## src/rtl/neuron_sched.sv

```systemverilog
// neuron_sched: control sequencer for a dot-product neuron layer (x/w BRAM reads, MAC control, y writes).
// Optional cycle counter port cyc_cnt_o is enabled by defining NEURON_SCHED_PERF_EN.
module neuron_sched #(
    parameter int unsigned N_IN     = 784,
    parameter int unsigned N_OUT    = 10,
    parameter int unsigned X_ADDR_W = 10,
    parameter int unsigned W_ADDR_W = 13,
    parameter int unsigned Y_ADDR_W = 6,
    parameter int unsigned Y_STRIDE = 4
) (
    input  logic                clk,
    input  logic                rst_n,
    input  logic                start_i,
    input  logic                abort_i,
    output logic                busy_o,
    output logic                done_o,
    output logic                x_buf_en,
    output logic [X_ADDR_W-1:0] x_buf_addr,
    output logic                w_buf_en,
    output logic [W_ADDR_W-1:0] w_buf_addr,
    output logic                mac_clr,
    output logic                mac_valid,
    output logic                mac_last,
    input  logic                mac_done,
    output logic                y_buf_en,
    output logic                y_buf_wr_en,
`ifdef NEURON_SCHED_PERF_EN
    output logic [Y_ADDR_W-1:0] y_buf_addr,
    output logic [31:0]         cyc_cnt_o
`else
    output logic [Y_ADDR_W-1:0] y_buf_addr
`endif
);

    localparam int unsigned N_W = (N_OUT > 1) ? $clog2(N_OUT) : 1;
    localparam logic [X_ADDR_W-1:0] LAST_I = X_ADDR_W'(N_IN - 1);
    localparam logic [N_W-1:0]      LAST_N = N_W'(N_OUT - 1);
    localparam logic [Y_ADDR_W-1:0] Y_STEP = Y_ADDR_W'(Y_STRIDE);

    typedef enum logic [2:0] {
        S_IDLE,
        S_FETCH,
        S_WAIT_ACC,
        S_WRITE,
        S_DONE
    } state_t;

    state_t                r_state;
    logic [N_W-1:0]        r_n;
    logic                  r_busy;
    logic                  r_done;
    logic                  r_x_en;
    logic                  r_w_en;
    logic [X_ADDR_W-1:0]   r_x_addr;
    logic [W_ADDR_W-1:0]   r_w_addr;
    logic                  r_mac_clr;
    logic                  r_mac_valid;
    logic                  r_mac_last;
    logic                  r_y_en;
    logic                  r_y_wr;
    logic [Y_ADDR_W-1:0]   r_y_addr;
    logic                  w_last_elem;

    // Final element of the current neuron is being read this cycle.
    assign w_last_elem = (r_state == S_FETCH) && (r_x_addr == LAST_I);

    always_ff @(posedge clk or negedge rst_n) begin
        if (!rst_n) begin
            r_state     <= S_IDLE;
            r_n         <= '0;
            r_busy      <= 1'b0;
            r_done      <= 1'b0;
            r_x_en      <= 1'b0;
            r_w_en      <= 1'b0;
            r_x_addr    <= '0;
            r_w_addr    <= '0;
            r_mac_clr   <= 1'b0;
            r_mac_valid <= 1'b0;
            r_mac_last  <= 1'b0;
            r_y_en      <= 1'b0;
            r_y_wr      <= 1'b0;
            r_y_addr    <= '0;
        end else begin
            // MAC strobes trail the read by one cycle to line up with BRAM dout.
            r_mac_valid <= r_x_en & ~abort_i;
            r_mac_last  <= w_last_elem & ~abort_i;
            if (abort_i) begin
                r_state   <= S_IDLE;
                r_n       <= '0;
                r_busy    <= 1'b0;
                r_done    <= 1'b0;
                r_x_en    <= 1'b0;
                r_w_en    <= 1'b0;
                r_x_addr  <= '0;
                r_w_addr  <= '0;
                r_mac_clr <= 1'b0;
                r_y_en    <= 1'b0;
                r_y_wr    <= 1'b0;
                r_y_addr  <= '0;
            end else begin
                case (r_state)
                    S_IDLE: begin
                        if (start_i) begin
                            r_state   <= S_FETCH;
                            r_n       <= '0;
                            r_busy    <= 1'b1;
                            r_x_en    <= 1'b1;
                            r_w_en    <= 1'b1;
                            r_x_addr  <= '0;
                            r_w_addr  <= '0;
                            r_mac_clr <= 1'b1;
                            r_y_addr  <= '0;
                        end
                    end
                    S_FETCH: begin
                        r_mac_clr <= 1'b0;
                        r_w_addr  <= r_w_addr + W_ADDR_W'(1);
                        if (r_x_addr == LAST_I) begin
                            r_state  <= S_WAIT_ACC;
                            r_x_en   <= 1'b0;
                            r_w_en   <= 1'b0;
                            r_x_addr <= '0;
                        end else begin
                            r_x_addr <= r_x_addr + X_ADDR_W'(1);
                        end
                    end
                    S_WAIT_ACC: begin
                        if (mac_done) begin
                            r_state <= S_WRITE;
                            r_y_en  <= 1'b1;
                            r_y_wr  <= 1'b1;
                        end
                    end
                    S_WRITE: begin
                        r_y_en <= 1'b0;
                        r_y_wr <= 1'b0;
                        if (r_n == LAST_N) begin
                            r_state <= S_DONE;
                            r_done  <= 1'b1;
                        end else begin
                            // w address already sits at (n+1)*N_IN from the running counter.
                            r_state   <= S_FETCH;
                            r_n       <= r_n + N_W'(1);
                            r_y_addr  <= r_y_addr + Y_STEP;
                            r_x_en    <= 1'b1;
                            r_w_en    <= 1'b1;
                            r_mac_clr <= 1'b1;
                        end
                    end
                    S_DONE: begin
                        r_state <= S_IDLE;
                        r_done  <= 1'b0;
                        r_busy  <= 1'b0;
                    end
                    default: begin
                        r_state <= S_IDLE;
                        r_busy  <= 1'b0;
                        r_done  <= 1'b0;
                    end
                endcase
            end
        end
    end

`ifdef NEURON_SCHED_PERF_EN
    logic [31:0] r_cyc_cnt;

    // Counts FETCH..WRITE cycles so the value shown during DONE covers the whole run.
    always_ff @(posedge clk or negedge rst_n) begin
        if (!rst_n) begin
            r_cyc_cnt <= '0;
        end else if ((r_state == S_IDLE) && start_i && !abort_i) begin
            r_cyc_cnt <= '0;
        end else if (((r_state == S_FETCH) || (r_state == S_WAIT_ACC) || (r_state == S_WRITE))
                     && (r_cyc_cnt != 32'hFFFF_FFFF)) begin
            r_cyc_cnt <= r_cyc_cnt + 32'd1;
        end
    end

    assign cyc_cnt_o = r_cyc_cnt;
`endif

    assign busy_o      = r_busy;
    assign done_o      = r_done;
    assign x_buf_en    = r_x_en;
    assign x_buf_addr  = r_x_addr;
    assign w_buf_en    = r_w_en;
    assign w_buf_addr  = r_w_addr;
    assign mac_clr     = r_mac_clr;
    assign mac_valid   = r_mac_valid;
    assign mac_last    = r_mac_last;
    assign y_buf_en    = r_y_en;
    assign y_buf_wr_en = r_y_wr;
    assign y_buf_addr  = r_y_addr;

endmodule
```

## config.mk

```make
export PLATFORM = sky130hd
export DESIGN_NAME = neuron_sched
export DESIGN_NICKNAME = d
export VERILOG_FILES = /design/src/rtl/neuron_sched.sv
export SDC_FILE = /design/constraint.sdc
export NUM_CORES = 1
export LEC_CHECK = 0
export ABC_AREA = 0
export BUFFER_PORTS_ARGS = -buffer_cell sky130_fd_sc_hd__buf_4
export CORE_AREA = 2 2 82 61
export CTS_BUF_LIST = sky130_fd_sc_hd__clkbuf_8 sky130_fd_sc_hd__clkbuf_16
export DETAILED_ROUTE_END_ITERATION = 12
export DIE_AREA = 0 0 84 63
export PLACE_DENSITY = 0.77
export SLEW_MARGIN = 20
export SYNTH_ARGS = -nofsm -noshare
export SYNTH_HDL_FRONTEND = slang
export SYNTH_SLANG_ARGS = --single-unit
export TNS_END_PERCENT = 50
```

## constraint.sdc

```tcl
create_clock -name clk -period 2.12 [get_ports clk]
set_input_delay 0 -clock clk [delete_from_list [all_inputs] [get_ports clk]]
set_output_delay 0 -clock clk [all_outputs]
set_load 0.05 [all_outputs]
```

==> run summary <==
Vias post-DR = 1,848
Buffers on Ports = 40
Setup CP Type = register to register
Final hold viol count = 0
Setup crit start kind = register
Async SR Flop Fraction = 100%
RePlAce Congestion = 0.791
Global route total overflow = 0
Vias in the first global route = 1,669
Met1 WL = 2470 um
Initial core utilization = 47.7%
Placed cells = 313
Die Area = 0.00529 mm2
Slew at the pin closest to its max-slew limit = 0.519 ns
Synth Flop Type = dfrtp_1
Skew-Pair Late Insertion Delay = 0.30 ns
Routed wl met3 = 283 um
CTS resizes = 0
Critical path arrival = 2.10 ns
Flop-to-flop setup slack = 0.25 ns
Yosys cell types = 47
First drt pass iteration count = 4
Post-CTS setup buffers = 0
FF-to-FF Start = r_state[0]
CTS sink cnt = 41
Number of cells on the worst hold path = 3
Global router's overall resource usage = 19.2%
Depth of the CTS H-tree = 2
Max-cap check violation count = 0
Sw frac = 41.9%
Global-route wire length before repair = 8130 um
Comb pwr share = 38.6%
Slew Viols, Final = 0
Final layout net count = 275
Final WL = 4910 um
TritonCTS Buffers = 5
Die height = 63 um
Critical-path maximum fanout = 11
Number of vias per cell = 5.72
RSZ-0062 raised after global routing = false
Fillers = 432
Mean area per synthesized cell = 9.73 um2
Syn Inst Count = 223
Wire length on met2 = 2070 um
Finished Layout Cells = 323
Setup_tns = 0 ns
Row cnt = 21
FF+latch count, synth = 41
CP Cell Sequence = or4b_4 > a41oi_4 > nor2_1 > a21oi_1
Sw Pwr = 1.01 mW
Initial antenna violation count = 0
Clock skew = 0.0105 ns
Worst Path Required = 2.35 ns
EDFF count, synth = 0
DRC Markers = 0
Rel. slew slack = 65.4%
Slowest Stage Delay on Critical Path = 0.61 ns
Core area = 0.00455 mm2
PD cells = 916 mW/mm2
Clock buffer depth = 2
Static Leak = 1.14 nW
Root Buffer = clkbuf_8
Int Pwr = 1.40 mW
Area growth syn-to-layout = 20.8%
Mapped cell area = 0.00217 mm2
CTS tree = yes
FMAX = 536 MHz
Endpoints failing setup = 0
HP Start = mac_done
Minimum clock period = 1.87 ns
R2r worst-path depth = 4
Hold Path End = y_buf_wr_en
Ys Warns = 0
Number of diodes = 0
Dpl hpwl = 3330 um
Top Layer Used = met4
Power share of the clock group = 21.5%
Period utilization = 88.0%
Antenna Nets Post-Route = 0
Sequential share of power = 40.0%
Min-Delay Path Class = input port to register
Register area share after synthesis = 47.3%
Largest net degree at the start of global routing = 42
Clock transition at path regs = 0.09 ns
Io pins = 43
Worst setup EP type = register
Layout cell share with drive strength beyond 1 = 24.8%
Reg-to-reg endpoint = x_buf_addr[4]
Initial DRC Count = 97
Die X-Extent = 84 um
Avg WL per Cell = 15.2 um
Outcome = finished, final reports clean
Maximum vdd ir drop = 0.740 mV
Slowest cell on the critical path = or4b_4
==> power by group through the flow <==
stage	Clock (mW)	Sequential, mW	Combinational, mW
detailed placement	0	0.974	0.916
floorplan	0	1.13	0.494
CTS	0.527	0.958	0.926
finish	0.516	0.959	0.926
global placement	0	0.968	0.903
global route	0.572	0.973	0.988
==> flip-flops by register name, indices dropped and copies added (netlist names) <==
name	count
w_buf_addr	13
x_buf_addr	10
r_n	4
y_buf_addr	4
r_state	3
busy_o	1
done_o	1
mac_clr	1
mac_last	1
mac_valid	1
w_buf_en	1
y_buf_wr_en	1
==> how the worst max path moves through the flow <==
stage | start | depth (start not counted) | endpoint
3_3_place_gp | r_state[0] | 4 | x_buf_addr[9]
4_1_cts | r_state[0] | 4 | x_buf_addr[9]
2_1_floorplan | w_buf_addr[0] | 5 | w_buf_addr[12]
5_1_grt | r_state[0] | 4 | x_buf_addr[9]
3_5_place_dp | r_state[0] | 4 | x_buf_addr[9]
6_report | r_state[0] | 4 | x_buf_addr[4]
==> layer usage <==
metal	GRT usage [%]	vias up
li1	-	904
met1	28.9	883
met2	26.9	50
met3	4.36	11
met4	7.26	0
met5	0	-
==> cells in the final DEF, fill, tap and decap left out, types with 2 or more instances in the layout <==
cell	netlist	routed
and3b_1	2	2
or4_1	8	8
buf_4	7	45
and3_1	2	2
nand4_1	5	5
o31ai_1	11	11
nor3b_1	4	4
o311a_1	2	2
or3_1	4	4
nand3_1	8	8
a31oi_1	4	4
clkbuf_8	0	5
a22o_1	2	2
or2_2	2	2
clkinvlp_4	0	2
a21oi_1	19	18
dlygate4sd3_1	0	2
ha_1	5	5
o21ai_0	22	22
or3_2	2	2
nor3_1	3	3
conb_1	1	2
dfrtp_1	41	41
nand2_1	16	16
inv_1	9	10
nor2_1	16	16
==> logic make-up (layout without fill, tap and decap cells) <==
| kind of cell | after synthesis | after routing | share of synthesized area (%) |
|---|---|---|---|
| simple gates | 81 | 81 | 22.1 |
| compound gates | 71 | 71 | 21.2 |
| flops | 41 | 41 | 47.3 |
| buf+inv | 23 | 65 | 5.82 |
| fa+ha+maj | 5 | 5 | 2.88 |
| other cells | 1 | 2 | 0.173 |
| mux | 1 | 1 | 0.519 |
==> layout make-up <==
| class | count | area [um2] | area share [%] |
|---|---|---|---|
| clock inverters | 3 | 18.8 | 0.716 |
| flip-flops and latches | 41 | 1030 | 39.1 |
| clock buffers | 5 | 68.8 | 2.63 |
| multi-input cells | 160 | 1020 | 39.1 |
| repair buffers | 48 | 378 | 14.4 |
| well taps | 57 | 71.3 | 2.72 |
| inverters | 9 | 33.8 | 1.29 |
==> cell usage after synthesis (3+ instances only) <==
library cell  number  area, um2
a21oi_1           19       95.1
nand2_1           16       60.1
a31oi_1            4       25.0
buf_4              7       52.6
o31ai_1           11       82.6
inv_1              9       33.8
nor3b_1            4       30.0
buf_2              5       25.0
or4_1              8       60.1
nor3_1             3       15.0
dfrtp_1           41       1030
or3_1              4       25.0
nand4_1            5       31.3
o21ai_0           22        110
nand3_1            8       40.0
ha_1               5       62.6
nor2_1            16       60.1
==> metrics by stage <==
step                      worst slack [ns]  area [um2]  util [%]  hold WS, ns  power (mW)
after floorplan                     0.0429        2170         -       -0.296        1.63
after global routing                 0.156        2620      57.7       0.0656        2.53
after detailed placement             0.300        2510      55.3       0.0170        1.89
after CTS                            0.278        2620      57.7       0.0373        2.41
after global placement               0.335        2510      55.3       0.0114        1.87
final                                0.254        2620      57.7       0.0430        2.40
==> critical path: cells and delay by family, from the launching register on <==
family | cells | cell delay [ns]
AND/OR/NAND/NOR | 2 | 0.80
flip-flops | 1 | 0.56
AO/OA/AOI/OAI | 2 | 0.43
==> repair_timing <==
action	in CTS	in global routing
hold endpoints to repair	44	0
hold buffers	2	0
endpoints found under the setup margin	0	0
Note: power is estimated with default switching activity, not from simulation.
